### config.mk
export PLATFORM = sky130hd
export DESIGN_NAME = timer_counter
export DESIGN_NICKNAME = d
export VERILOG_FILES = /design/src/rtl/timer_counter.sv
export SDC_FILE = /design/constraint.sdc
export NUM_CORES = 1
export LEC_CHECK = 0
export CORE_ASPECT_RATIO = 0.6
export CORE_MARGIN = 8
export CORE_UTILIZATION = 46
export CTS_CLUSTER_SIZE = 8
export DETAILED_ROUTE_END_ITERATION = 16
export GPL_TIMING_DRIVEN = 0
export PLACE_DENSITY = 0.77
export SLEW_MARGIN = 5
export SYNTH_ARGS = -nofsm -noshare
export SYNTH_HDL_FRONTEND = slang
export SYNTH_SLANG_ARGS = --single-unit
### constraint.sdc
create_clock -name clk -period 2.3 [get_ports clk]
set_clock_uncertainty 0.05 [all_clocks]
set_input_delay 0.345 -clock clk [delete_from_list [all_inputs] [get_ports clk]]
set_output_delay 0.345 -clock clk [all_outputs]
set_load 0.03 [all_outputs]
### src/rtl/timer_counter.sv
// Memory-mapped down-counter timer with one-shot and auto-reload modes.
// Optional macro TIMER_COUNT_WRITE_EN makes COUNT (offset 2) writable from the bus.
module timer_counter #(
    parameter int WIDTH = 32
) (
    input  logic        clk,
    input  logic        reset,
    input  logic [1:0]  addr,
    input  logic        we,
    input  logic [31:0] din,
    output logic [31:0] dout,
    output logic        irq
);

    typedef enum logic [1:0] {
        S_IDLE,
        S_LOAD,
        S_CNT,
        S_INT
    } state_t;

    localparam logic [1:0] ADDR_CTRL   = 2'd0;
    localparam logic [1:0] ADDR_PRESET = 2'd1;
    localparam logic [1:0] ADDR_COUNT  = 2'd2;
    localparam logic [1:0] MODE_AUTO   = 2'b01;

    state_t           state;
    logic             en;
    logic             im;
    logic [1:0]       mode;
    logic [WIDTH-1:0] preset;
    logic [WIDTH-1:0] count;
    logic             irq_flag;

    logic wr_ctrl;
    logic wr_preset;

    assign wr_ctrl   = we && (addr == ADDR_CTRL);
    assign wr_preset = we && (addr == ADDR_PRESET);

`ifdef TIMER_COUNT_WRITE_EN
    logic wr_count;
    assign wr_count = we && (addr == ADDR_COUNT);
`endif

    // NOTE: sequential state uses non-blocking assignments only, so every
    // register samples pre-edge values and the later bus writes below can
    // override the FSM's assignment to the same register in the same cycle.
    always_ff @(posedge clk) begin
        if (reset) begin
            state    <= S_IDLE;
            en       <= 1'b0;
            im       <= 1'b0;
            mode     <= 2'b00;
            preset   <= '0;
            count    <= '0;
            irq_flag <= 1'b0;
        end else begin
            unique case (state)
                S_IDLE: begin
                    if (en) state <= S_LOAD;
                end
                S_LOAD: begin
                    count <= preset;
                    state <= S_CNT;
                end
                S_CNT: begin
                    if (!en) begin
                        state <= S_IDLE;
                    end else if (count > WIDTH'(1)) begin
                        count <= count - WIDTH'(1);
                    end else begin
                        count    <= '0;
                        irq_flag <= 1'b1;
                        state    <= S_INT;
                    end
                end
                S_INT: begin
                    if (mode == MODE_AUTO) irq_flag <= 1'b0;
                    else                   en       <= 1'b0;
                    state <= S_IDLE;
                end
            endcase

            // Bus writes come last so they win over the FSM in the same cycle.
            if (wr_ctrl) begin
                en       <= din[0];
                mode     <= din[2:1];
                im       <= din[3];
                irq_flag <= 1'b0;
            end
            if (wr_preset) begin
                preset   <= din[WIDTH-1:0];
                irq_flag <= 1'b0;
            end
`ifdef TIMER_COUNT_WRITE_EN
            if (wr_count) count <= din[WIDTH-1:0];
`endif
        end
    end

    assign irq = im & irq_flag;

    // NOTE: dout gets a default before the case so no path leaves it
    // unassigned, which would otherwise infer a latch.
    always_comb begin
        dout = '0;
        case (addr)
            ADDR_CTRL:   dout = {28'd0, im, mode, en};
            ADDR_PRESET: dout = 32'(preset);
            ADDR_COUNT:  dout = 32'(count);
            default:     dout = '0;
        endcase
    end

endmodule

## After elaboration in Yosys (flattened, before gate mapping)

Cells that the tools add are included.

| word-level totals | value |
|---|---|
| register bits | 71 |
| input port bits | 37 |
| output and inout port bits | 33 |
| word-level logic and storage cells | 49 |

| operators by class | value |
|---|---|
| add/subtract/negate cells | 1 |
| magnitude comparators | 1 |
| equality and inequality tests | 12 |
| mux-type cells | 15 |
| bitwise gates (word level) | 1 |
| reductions and logical operators | 12 |

Operators by type and width:

| kind | count |
|---|---|
| case mux 32 bit (3 select lines) | 1 |
| 2-to-1 mux 32 bit | 2 |
| case mux 32 bit (2 select lines) | 1 |
| greater-than comparator 32 x 1 -> 1 bit (second input constant) | 1 |
| subtractor 32 x 1 -> 32 bit (second input constant) | 1 |
| inequality test 2 bit (second input constant) | 5 |
| case mux 2 bit (4 select lines) | 1 |
| equality test 2 x 1 -> 1 bit (second input constant) | 3 |
| equality test 2 bit (second input constant) | 3 |
| 2-to-1 mux 1 bit | 6 |
| 2-to-1 mux 2 bit | 3 |
| AND reduction 2 bit | 3 |
| nonzero test 2 bit | 3 |
| zero test 2 bit | 2 |
| AND reduction 4 bit | 1 |
| inequality test 3 bit (second input constant) | 1 |
| OR reduction 3 bit | 1 |
| logical AND 1 bit | 2 |
| case mux 1 bit (2 select lines) | 1 |
| bitwise AND 1 bit | 1 |

## Longest topological paths before layout

Gate-level depths: netlist of the first run.

| logic depth | value |
|---|---|
| depth after elaboration | 4 |
| mapped depth | 10 |
| gate-level depth less buffers | 8 |

## Least setup slack after synthesis of the first run

No wires, ideal clock.

| path | value |
|---|---|
| path kind | register to register |
| from | reg count[0] |
| to | reg count[24] |
| setup time | 132 ps |
| data arrival time | 1958 ps |
| data required time | 2118 ps |
| slack | 160 ps |
| stages on the path, launching flop included | 10 |
| buffers on the path | 1 |
| clock period less this slack | 2140 ps |
| cell sequence | dfxtp_1 inv_1 ha_1 or3b_1 buf_2 nor2_4 nand3_1 or3_1 a21oi_1 nor3_1 |

| between the ends | value |
|---|---|
| longest elaborated chain between the ends | 4 |
| elaborated cells between the ends (all ways) | 5 |
| classes of those cells | 1 x add/sub; 1 x order compare; 3 x mux |

RTL lines:

| what | RTL line | text |
|---|---|---|
| from (decl) | 32 | `logic [WIDTH-1:0] count;` |
| from (signal assigned) | 64 | `count <= preset;` |
| from (signal assigned) | 71 | `count <= count - WIDTH'(1);` |
| subtractor 32 x 1 -> 32 bit or greater-than comparator 32 x 1 -> 1 bit (tied branches) | 71, 70 |  |
| 2-to-1 mux 32 bit (*) | 70 | `end else if (count > WIDTH'(1)) begin` |
| 2-to-1 mux 32 bit (*) | 68 | `if (!en) begin` |
| case mux 32 bit (2 select lines) (*) | 59 | `unique case (state)` |

Mark *: on every way between the ends. The rest lies on a longest branch, timed or not. The select of a mux whose other input is x is not followed.
A chain may end at the register's enable or synchronous reset.

## Worst setup path in the final report of the first run

| path | value |
|---|---|
| from | in addr[0] |
| to | out dout[16] |

| between the ends | value |
|---|---|
| longest elaborated chain between the ends | 2 |
| elaborated cells between the ends (all ways) | 4 |
| classes of those cells | 2 x eq/ne; 1 x mux; 1 x reduce/logical |

RTL lines:

| what | RTL line | text |
|---|---|---|
| from (decl) | 8 | `input logic [1:0] addr,` |
| equality test 2 bit, or another cell as far along | 108 | `case (addr)` |
| case mux 32 bit (3 select lines) (*) | 108 |  |
| to (decl) | 11 | `output logic [31:0] dout,` |

Mark *: on every way between the ends. The rest lies on a longest branch, timed or not.

==> results of run 1 <==
-- state kept, by name, indices dropped and copies added (netlist names) --
register and flops:
state 2, count 32, im 1, en 1
irq_flag 1, mode 2, preset 32
-- routing by layer --
metal / GRT usage / wire [um]
met5: 0 / 0
met4: 0.0862 / 251
met3: 0.0682 / 1610
met2: 0.354 / 6020
met1: 0.325 / 6290
-- final cells by class --
type	instances	area [sq um]	share of cell area
Multi-Input combinational cell	405	2400	0.466
Clock inverter	6	60.1	0.0117
Inverter	9	33.8	0.00657
Sequential cell	71	1430	0.277
Timing Repair Buffer	72	617	0.120
Buffer	41	229	0.0445
Clock buffer	10	239	0.0464
Tap cell	112	140	0.0272
-- critical path, stage by stage --
cell           delay [ns]
dlygate4sd2_1        0.33
nor2b_1              0.17
clkbuf_2             0.22
clkbuf_8             0.23
a22o_1               0.17
dlygate4sd2_1        0.40
-- cells by family (layout without fill, tap and decap cells) --
family,count (synthesis),after routing,share of synthesized area
and+or+nand+nor,218,218,0.273
AOI/OAI and AO/OA,172,172,0.275
DFF,71,71,0.359
buffers and inverters,50,138,0.0547
muxes,8,8,0.0206
xor gates and xnor gates,5,5,0.0111
adders and majority gates,2,2,0.00632
-- power by group --
group          leakage [nW]  switching [W]  internal [W]  total (W)
combinational          1.19       0.000367      0.000272   0.000639
sequential            0.577      0.0000475       0.00127    0.00131
clock                 0.144       0.000548      0.000862    0.00141
total                  1.92       0.000963       0.00240    0.00336
-- through the flow --
step	instance area, sq um	hold WS [ns]	worst slack [ns]
after floorplan	3960	0.382	0.160
after global placement	4770	0.403	-1.27
after detailed placement	4770	0.409	-1.23
after CTS	5170	0.419	0.00390
after global routing	5140	0.431	0.0000200
final	5140	0.418	0.0454
-- layout by cell type (no fill, tap or decap), types with 3 or more instances in the layout --
| cell type | n |
|---|---|
| nor4_4 | 5 |
| clkdlybuf4s15_2 | 5 |
| clkbuf_4 | 3 |
| clkdlybuf4s50_1 | 34 |
| nand4_1 | 7 |
| clkbuf_1 | 22 |
| o31ai_1 | 3 |
| clkinv_2 | 3 |
| dlygate4sd2_1 | 6 |
| clkbuf_16 | 9 |
| clkdlybuf4s15_1 | 4 |
| dfxtp_1 | 68 |
| nand2_1 | 116 |
| a211oi_1 | 27 |
| nand3_1 | 13 |
| buf_4 | 8 |
| nor2_1 | 26 |
| and2_1 | 3 |
| a22o_1 | 28 |
| clkbuf_2 | 22 |
| a21oi_1 | 57 |
| or4_1 | 3 |
| xnor2_1 | 4 |
| nor3_1 | 10 |
| o21a_1 | 3 |
| mux2i_1 | 7 |
| o21ai_0 | 41 |
| buf_2 | 3 |
| inv_1 | 7 |
| nor2b_1 | 6 |
| nor4_1 | 6 |
| buf_6 | 3 |
-- path summary, 6_finish.rpt --
check / startpoint / to / slack, ns
worst max-delay path: addr[0] / dout[16] / 0.05
worst min-delay path: preset[17] / preset[17] / 0.42
worst max register to register: count[24] / count[29] / 0.07
worst min register to register: preset[17] / preset[17] / 0.42
-- timing repair --
action / in CTS / in global routing
setup buffers: 5 / 0
pin swaps: 4 / 3
gates resized for setup: 79 / 52
endpoints found under the setup margin: 65 / 51
==> impl_metrics.env, run 1 <==
export IMPL_synth_most_common_cell="nand2_1"
export IMPL_dp_hpwl_mm=10.0
export IMPL_htreeDepth=3
export IMPL_vias_per_cell=6.05
export IMPL_postCtsHoldBufs=0
export IMPL_rsz0062_at_grt="false"
export IMPL_clk_latency_ns=0.34
export IMPL_post_synth_top_area_cell="dfxtp_1"
export IMPL_worstSetupEndpointType="primary output"
export IMPL_total_power_w=0.00336
export IMPL_outcome="completed"
export IMPL_grt_usage=0.240
export IMPL_wirelength_mm=14.2
export IMPL_synth_edff_count=0
export IMPL_cts_tree="yes"
export IMPL_drive_above_1_share=0.143
export IMPL_arrival_ns=1.86
export IMPL_pin_count=70
export IMPL_start_kind="primary input"
export IMPL_syn_area_sq_mm=0.00396
export IMPL_hold_class="register to register"
export IMPL_dp_cells=705
export IMPL_wire_per_inst_um=19.5
export IMPL_synthArstFlopShare=0
export IMPL_dieHeight_um=87.8
export IMPL_synthTopCellsByArea="dfxtp_1 36%, nand2_1 11%, a21oi_1 7.3%, a22o_1 6.2%, o21ai_0 5.3%"
export IMPL_max_cap_viol_count=0
export IMPL_utilization=0.611
export IMPL_area_growth_pct=30.0
export IMPL_path_clk_slew_ns=0.05
export IMPL_ys_seq_elements=71
export IMPL_avgSynthCellArea_sq_um=7.52
export IMPL_grt_max_degree=13
export IMPL_relSlewSlack=0.501
export IMPL_synthCells=526
export IMPL_finalWeightedCongestion=0.940
export IMPL_crit_fanout=10
export IMPL_vias=4390
export IMPL_drcViolationCount=0
export IMPL_clockBufferDepth=2
export IMPL_synth_top_area_frac=0.359
export IMPL_ys_warn_count=0
export IMPL_fp_row_count=26
export IMPL_instances_no_fill=726
export IMPL_nets=648
export IMPL_ant_nets=0
export IMPL_fill_cells=783
export IMPL_required_ns=1.90
export IMPL_antenna_found_initial=0
export IMPL_dieArea_sq_mm=0.0119
export IMPL_cts_root_buf="clkbuf_16"
export IMPL_fin_crit_sh=0.980
export IMPL_tightest_slew_ns=0.742
export IMPL_port_buffers=67
export IMPL_overflow=0
export IMPL_peakVddDrop_uv=466
export IMPL_ys_seq_area_frac=0.359
export IMPL_cts_buffers=9
export IMPL_initial_core_util=0.470
export IMPL_reg2regPathDepth=8
export IMPL_fin_setup_tns_ns=0
export IMPL_drv_slew=0
export IMPL_finalSetupViolCount=0
export IMPL_report_final_hold_viol_count=0
export IMPL_core_area_sq_mm=0.00843
export IMPL_p_leak_nw=1.92
export IMPL_fmax_mhz=444
export IMPL_numClockSinks=71
export IMPL_firstDrtPassIters=5
export IMPL_power_density_mw_per_mm2=654
export IMPL_ys_top_cells_by_count="116 x nand2_1, 71 x dfxtp_1, 58 x a21oi_1"
export IMPL_grt_pass1_wl_mm=22.1
export IMPL_drt_iter0_drc=621
export IMPL_path_class="primary input to primary output"
export IMPL_synth_flop_cell="dfxtp_1"
export IMPL_yosysUniqueCellTypes=55
export IMPL_diodes=0
export IMPL_synth_nets=565
export IMPL_grt_pass1_vias=4112
export IMPL_period_minus_slack_ns=2.25
export IMPL_dieWidth_um=136
export IMPL_min_path_cells=2
No activity file was read; power rests on OpenSTA's default activity.
==> inputs of run 2 (changes only) <==
--- a/config.mk
+++ b/config.mk
@@ -5,13 +5,15 @@
 export SDC_FILE = /design/constraint.sdc
 export NUM_CORES = 1
 export LEC_CHECK = 0
+export CAP_MARGIN = 40
 export CORE_ASPECT_RATIO = 0.6
 export CORE_MARGIN = 8
 export CORE_UTILIZATION = 46
 export CTS_CLUSTER_SIZE = 8
 export DETAILED_ROUTE_END_ITERATION = 16
+export GPL_ROUTABILITY_DRIVEN = 0
 export GPL_TIMING_DRIVEN = 0
-export PLACE_DENSITY = 0.77
+export PLACE_DENSITY = 0.74
 export SLEW_MARGIN = 5
 export SYNTH_ARGS = -nofsm -noshare
 export SYNTH_HDL_FRONTEND = slang
==> impl_metrics.env, run 2 (same netlist as run 1, synthesis figures left out) <==
export IMPL_numClockSinks=71
export IMPL_mostFrequentLayoutCells="116 x nand2_1, 68 x dfxtp_1, 58 x a21oi_1"
export IMPL_dieWidth_um=136
export IMPL_utilization=0.609
export IMPL_finalSetupViolCount=0
export IMPL_path_clk_slew_ns=0.06
export IMPL_hold_class="register to register"
export IMPL_grt_max_degree=11
export IMPL_min_path_cells=2
export IMPL_fin_ws_ns=0.0474
export IMPL_pin_count=70
export IMPL_place_ws_ns=-1.18
export IMPL_postCtsHoldBufs=0
export IMPL_drv_slew=0
export IMPL_hold_path_end="state[0]"
export IMPL_min_from="en"
export IMPL_outcome="completed"
export IMPL_antenna_found_initial=0
export IMPL_required_ns=2.44
export IMPL_grt_usage=0.245
export IMPL_tightest_slew_ns=0.748
export IMPL_drive_above_1_share=0.144
export IMPL_finish_instance_area_sq_mm=0.00513
export IMPL_cts_buffers=9
export IMPL_nets=652
export IMPL_initial_core_util=0.470
export IMPL_fmax_mhz=444
export IMPL_period_minus_slack_ns=2.25
export IMPL_fin_setup_tns_ns=0
export IMPL_reg2regPathDepth=8
export IMPL_peakVddDrop_uv=382
export IMPL_crit_fanout=10
export IMPL_start_kind="register"
export IMPL_diodes=0
export IMPL_r2r_start="count[25]"
export IMPL_drt_iter0_drc=615
export IMPL_vias_per_cell=6.22
export IMPL_dp_hpwl_mm=10.1
export IMPL_r2r_end="count[24]"
export IMPL_grt_pass1_wl_mm=22.6
export IMPL_report_final_hold_viol_count=0
export IMPL_fin_crit_sh=0.979
export IMPL_area_growth_pct=29.7
export IMPL_dieArea_sq_mm=0.0119
export IMPL_max_cap_viol_count=0
export IMPL_fp_row_count=26
export IMPL_largest_registers="count x32, preset x32"
export IMPL_firstDrtPassIters=6
export IMPL_total_power_w=0.00324
export IMPL_clockBufferDepth=2
export IMPL_power_density_mw_per_mm2=631
export IMPL_overflow=0
export IMPL_wirelength_mm=14.6
export IMPL_ant_nets=0
export IMPL_wire_per_inst_um=20.1
export IMPL_path_class="register to register"
export IMPL_port_buffers=67
export IMPL_relSlewSlack=0.497
export IMPL_dieHeight_um=87.8
export IMPL_drcViolationCount=0
export IMPL_worstSetupEndpointType="register"
export IMPL_core_area_sq_mm=0.00843
export IMPL_vias=4537
export IMPL_fill_cells=793
export IMPL_final_common_cell="nand2_1"
export IMPL_clk_latency_ns=0.35
export IMPL_htreeDepth=3
export IMPL_arrival_ns=2.40
export IMPL_rrSetupSlack_ns=0.05
export IMPL_grt_pass1_vias=4289
export IMPL_cts_root_buf="clkbuf_16"
export IMPL_placed_cell_area_sq_mm=0.00477
export IMPL_cts_tree="yes"
export IMPL_p_leak_nw=1.91
-- run 2: changes by cell type in the layout (fill, tap and decap cells not counted), sizes merged --
cell           delta
buf               +6
bufinv            -1
clkbuf            +3
clkdlybuf4s15     +2
clkinv            -2
clkinvlp          -2
dlygate4sd2       -3
-- run 2: worst max path at each step --
stage          startpoint  cells past startpoint         to
2_1_floorplan    count[0]                      9  count[24]
3_3_place_gp      addr[0]                      6   dout[13]
3_5_place_dp      addr[0]                      6   dout[13]
4_1_cts         count[10]                      9   count[7]
5_1_grt          count[0]                     10  count[22]
6_report        count[25]                      8  count[24]
-- run 2: critical path, stage by stage (launching register included) --
cell	delay (ns)
dfxtp_2	0.35
or4_4	0.57
nor4_4	0.34
nand4b_4	0.14
nor2b_4	0.15
buf_6	0.14
buf_8	0.15
a21oi_1	0.13
nor3_1	0.07
-- run 2: per-stage QoR --
stage | cells | hold WS, ns
2_1_floorplan | 526 | 0.382
3_3_place_gp | 705 | 0.404
3_5_place_dp | 706 | 0.410
4_1_cts | 724 | 0.415
5_1_grt | 729 | 0.444
6_report | 729 | 0.417
-- run 2: layer usage --
metal | routed length, um | global-route usage | vias to the layer above
met2 | 6070 | 0.352 | 321
met3 | 1890 | 0.0779 | 38
li1 | - | - | 2059
met5 | 0 | 0 | -
met4 | 329 | 0.102 | 0
met1 | 6340 | 0.329 | 2119
-- run 2: layout make-up --
| type | instances | area (sq um) | area share |
|---|---|---|---|
| buffer | 41 | 224 | 0.0437 |
| timing repair buffer | 76 | 646 | 0.126 |
| clock buffer | 14 | 254 | 0.0495 |
| inverter | 9 | 36.3 | 0.00707 |
| clock inverter | 1 | 5.00 | 0.000976 |
| tap | 112 | 140 | 0.0273 |
| sequential | 71 | 1430 | 0.279 |
| multi-input combinational | 405 | 2390 | 0.467 |
-- run 2: what timing repair did --
item                                    4_1_cts  5_1_grt
resized for setup                            88       50
endpoints found under the setup margin       77       60
cloned                                        0        0
setup buffers                                 3        5
pin swaps                                     2        7
-- run 2: where the power goes --
| group | leakage, nW | internal [W] | switching (W) | total (W) |
|---|---|---|---|---|
| Clock | 0.127 | 0.000753 | 0.000522 | 0.00127 |
| Combinational | 1.20 | 0.000281 | 0.000369 | 0.000650 |
| Sequential | 0.577 | 0.00127 | 0.0000471 | 0.00131 |
| Total | 1.91 | 0.00230 | 0.000937 | 0.00324 |
==> inputs of run 3 (changes only) <==
--- a/config.mk
+++ b/config.mk
@@ -8,12 +8,12 @@
 export CAP_MARGIN = 40
 export CORE_ASPECT_RATIO = 0.6
 export CORE_MARGIN = 8
-export CORE_UTILIZATION = 46
+export CORE_UTILIZATION = 48
 export CTS_CLUSTER_SIZE = 8
 export DETAILED_ROUTE_END_ITERATION = 16
 export GPL_ROUTABILITY_DRIVEN = 0
 export GPL_TIMING_DRIVEN = 0
-export PLACE_DENSITY = 0.74
+export PLACE_DENSITY = 0.77
 export SLEW_MARGIN = 5
 export SYNTH_ARGS = -nofsm -noshare
 export SYNTH_HDL_FRONTEND = slang
==> impl_metrics.env, run 3 (same netlist as run 1, synthesis figures left out) <==
export IMPL_outcome="complete, but fails checks"
export IMPL_violations="negative setup slack"
export IMPL_finish_instance_area_sq_mm=0.00512
export IMPL_drive_above_1_share=0.140
export IMPL_overflow=0
export IMPL_area_growth_pct=29.5
export IMPL_fin_crit_sh=1.00
export IMPL_arrival_ns=1.91
export IMPL_start_kind="primary input"
export IMPL_met3_wirelength_mm=1.69
export IMPL_fill_cells=728
export IMPL_grt_max_degree=11
export IMPL_nets=651
export IMPL_p_leak_nw=1.91
export IMPL_hold_class="register to register"
export IMPL_grt_pass1_vias=4118
export IMPL_ant_nets=0
export IMPL_tightest_slew_ns=0.702
export IMPL_clockBufferDepth=2
export IMPL_placed_cell_area_sq_mm=0.00477
export IMPL_report_final_hold_viol_count=0
export IMPL_mostFrequentLayoutCells="116 x nand2_1, 67 x dfxtp_1, 58 x a21oi_1"
export IMPL_vias=4525
export IMPL_clk_latency_ns=0.34
export IMPL_cts_buffers=9
export IMPL_wire_per_inst_um=19.8
export IMPL_required_ns=1.90
export IMPL_numClockSinks=71
export IMPL_wirelength_mm=14.3
export IMPL_pin_count=70
export IMPL_cts_tree="yes"
export IMPL_path_clk_slew_ns=0.06
export IMPL_vias_per_cell=6.25
export IMPL_final_common_cell="nand2_1"
export IMPL_drt_iter0_drc=680
export IMPL_cts_root_buf="clkbuf_16"
export IMPL_worstSetupEndpointType="primary output"
export IMPL_relSlewSlack=0.527
export IMPL_finalSetupViolCount=1
export IMPL_register_area_sq_mm=0.00143
export IMPL_path_class="primary input to primary output"
export IMPL_dp_hpwl_mm=9.77
export IMPL_fin_ws_ns=-0.00319
export IMPL_largest_registers="count x32, preset x32"
export IMPL_drv_slew=0
export IMPL_dr_wl_met2_mm=6.15
export IMPL_dieWidth_um=133
export IMPL_fp_row_count=25
export IMPL_multiInputGateArea_sq_mm=0.00239
export IMPL_grt_pass1_wl_mm=21.7
export IMPL_drcViolationCount=0
export IMPL_port_buffers=67
export IMPL_dieHeight_um=86.3
export IMPL_fmax_mhz=434
export IMPL_place_ws_ns=-1.21
export IMPL_grt_usage=0.236
export IMPL_top_layer="met4"
export IMPL_power_density_mw_per_mm2=642
export IMPL_diodes=0
export IMPL_max_cap_viol_count=0
export IMPL_postCtsHoldBufs=0
export IMPL_crit_fanout=10
export IMPL_dp_cells=702
export IMPL_wl_met1_mm=6.23
export IMPL_core_area_sq_mm=0.00795
export IMPL_htreeDepth=3
export IMPL_dieArea_sq_mm=0.0115
export IMPL_firstDrtPassIters=5
export IMPL_instances_no_fill=724
export IMPL_period_minus_slack_ns=2.30
export IMPL_peakVddDrop_uv=422
export IMPL_initial_core_util=0.498
export IMPL_antenna_found_initial=0
-- run 3: changes by cell type in the layout (fill, tap and decap cells not counted), moves of 2 or more --
cell and change:
clkdlybuf4s15_2 -6, buf_4 -4, clkbuf_2 +3, clkbuf_8 +3, clkdlybuf4s15_1 +3, buf_6 +2
-- run 3: path summary, 6_finish.rpt --
| path | from | end | slack [ns] | depth (start not counted) |
|---|---|---|---|---|
| max reg2reg | count[2] | count[31] | 0.06 | 8 |
| min | irq_flag | irq_flag | 0.41 | 1 |
| max | addr[0] | dout[1] | -0.003 | 7 |
| min reg2reg | irq_flag | irq_flag | 0.41 | 1 |
-- run 3: cell type report --
class | count | area share
multi-input cells | 405 | 0.467
flip-flops and latches | 71 | 0.279
repair buffers | 75 | 0.120
clock buffers | 15 | 0.0542
plain buffers | 41 | 0.0464
well taps | 108 | 0.0264
inverters | 9 | 0.00708
-- run 3: critical path: stages --
cell and delay, ns:
dlygate4sd2_1 0.35, nor2b_1 0.20, clkbuf_2 0.24, clkbuf_8 0.24
nand2_1 0.06, o21ai_0 0.08, clkdlybuf4s15_1 0.39
-- run 3: stage by stage --
stage	total power, W	setup TNS [ns]	util	hold WS, ns
6_report	0.00329	-0.00319	0.645	0.412
5_1_grt	0.00338	-0.0416	0.645	0.445
4_1_cts	0.00322	0	0.641	0.413
3_5_place_dp	0.00189	-42.90	0.600	0.400
3_3_place_gp	0.00188	-42.01	0.599	0.394
2_1_floorplan	0.00169	0	-	0.382
-- run 3: per-layer routing --
metal / vias to the layer above / global-route usage
met2: 309 / 0.349
met5: - / 0
met4: 0 / 0.0811
met3: 32 / 0.0785
met1: 2121 / 0.314
li1: 2063 / -
-- run 3: power by group --
| group | leakage, nW | switching [W] | internal (W) |
|---|---|---|---|
| sequential | 0.578 | 0.0000470 | 0.00127 |
| clock | 0.136 | 0.000521 | 0.000814 |
| combinational | 1.20 | 0.000367 | 0.000276 |
-- run 3: repair_timing --
item / in CTS / in global routing
setup buffers: 1 / 6
setup endpoints to repair: 57 / 52
gates resized for setup: 70 / 66
pin swaps: 1 / 7
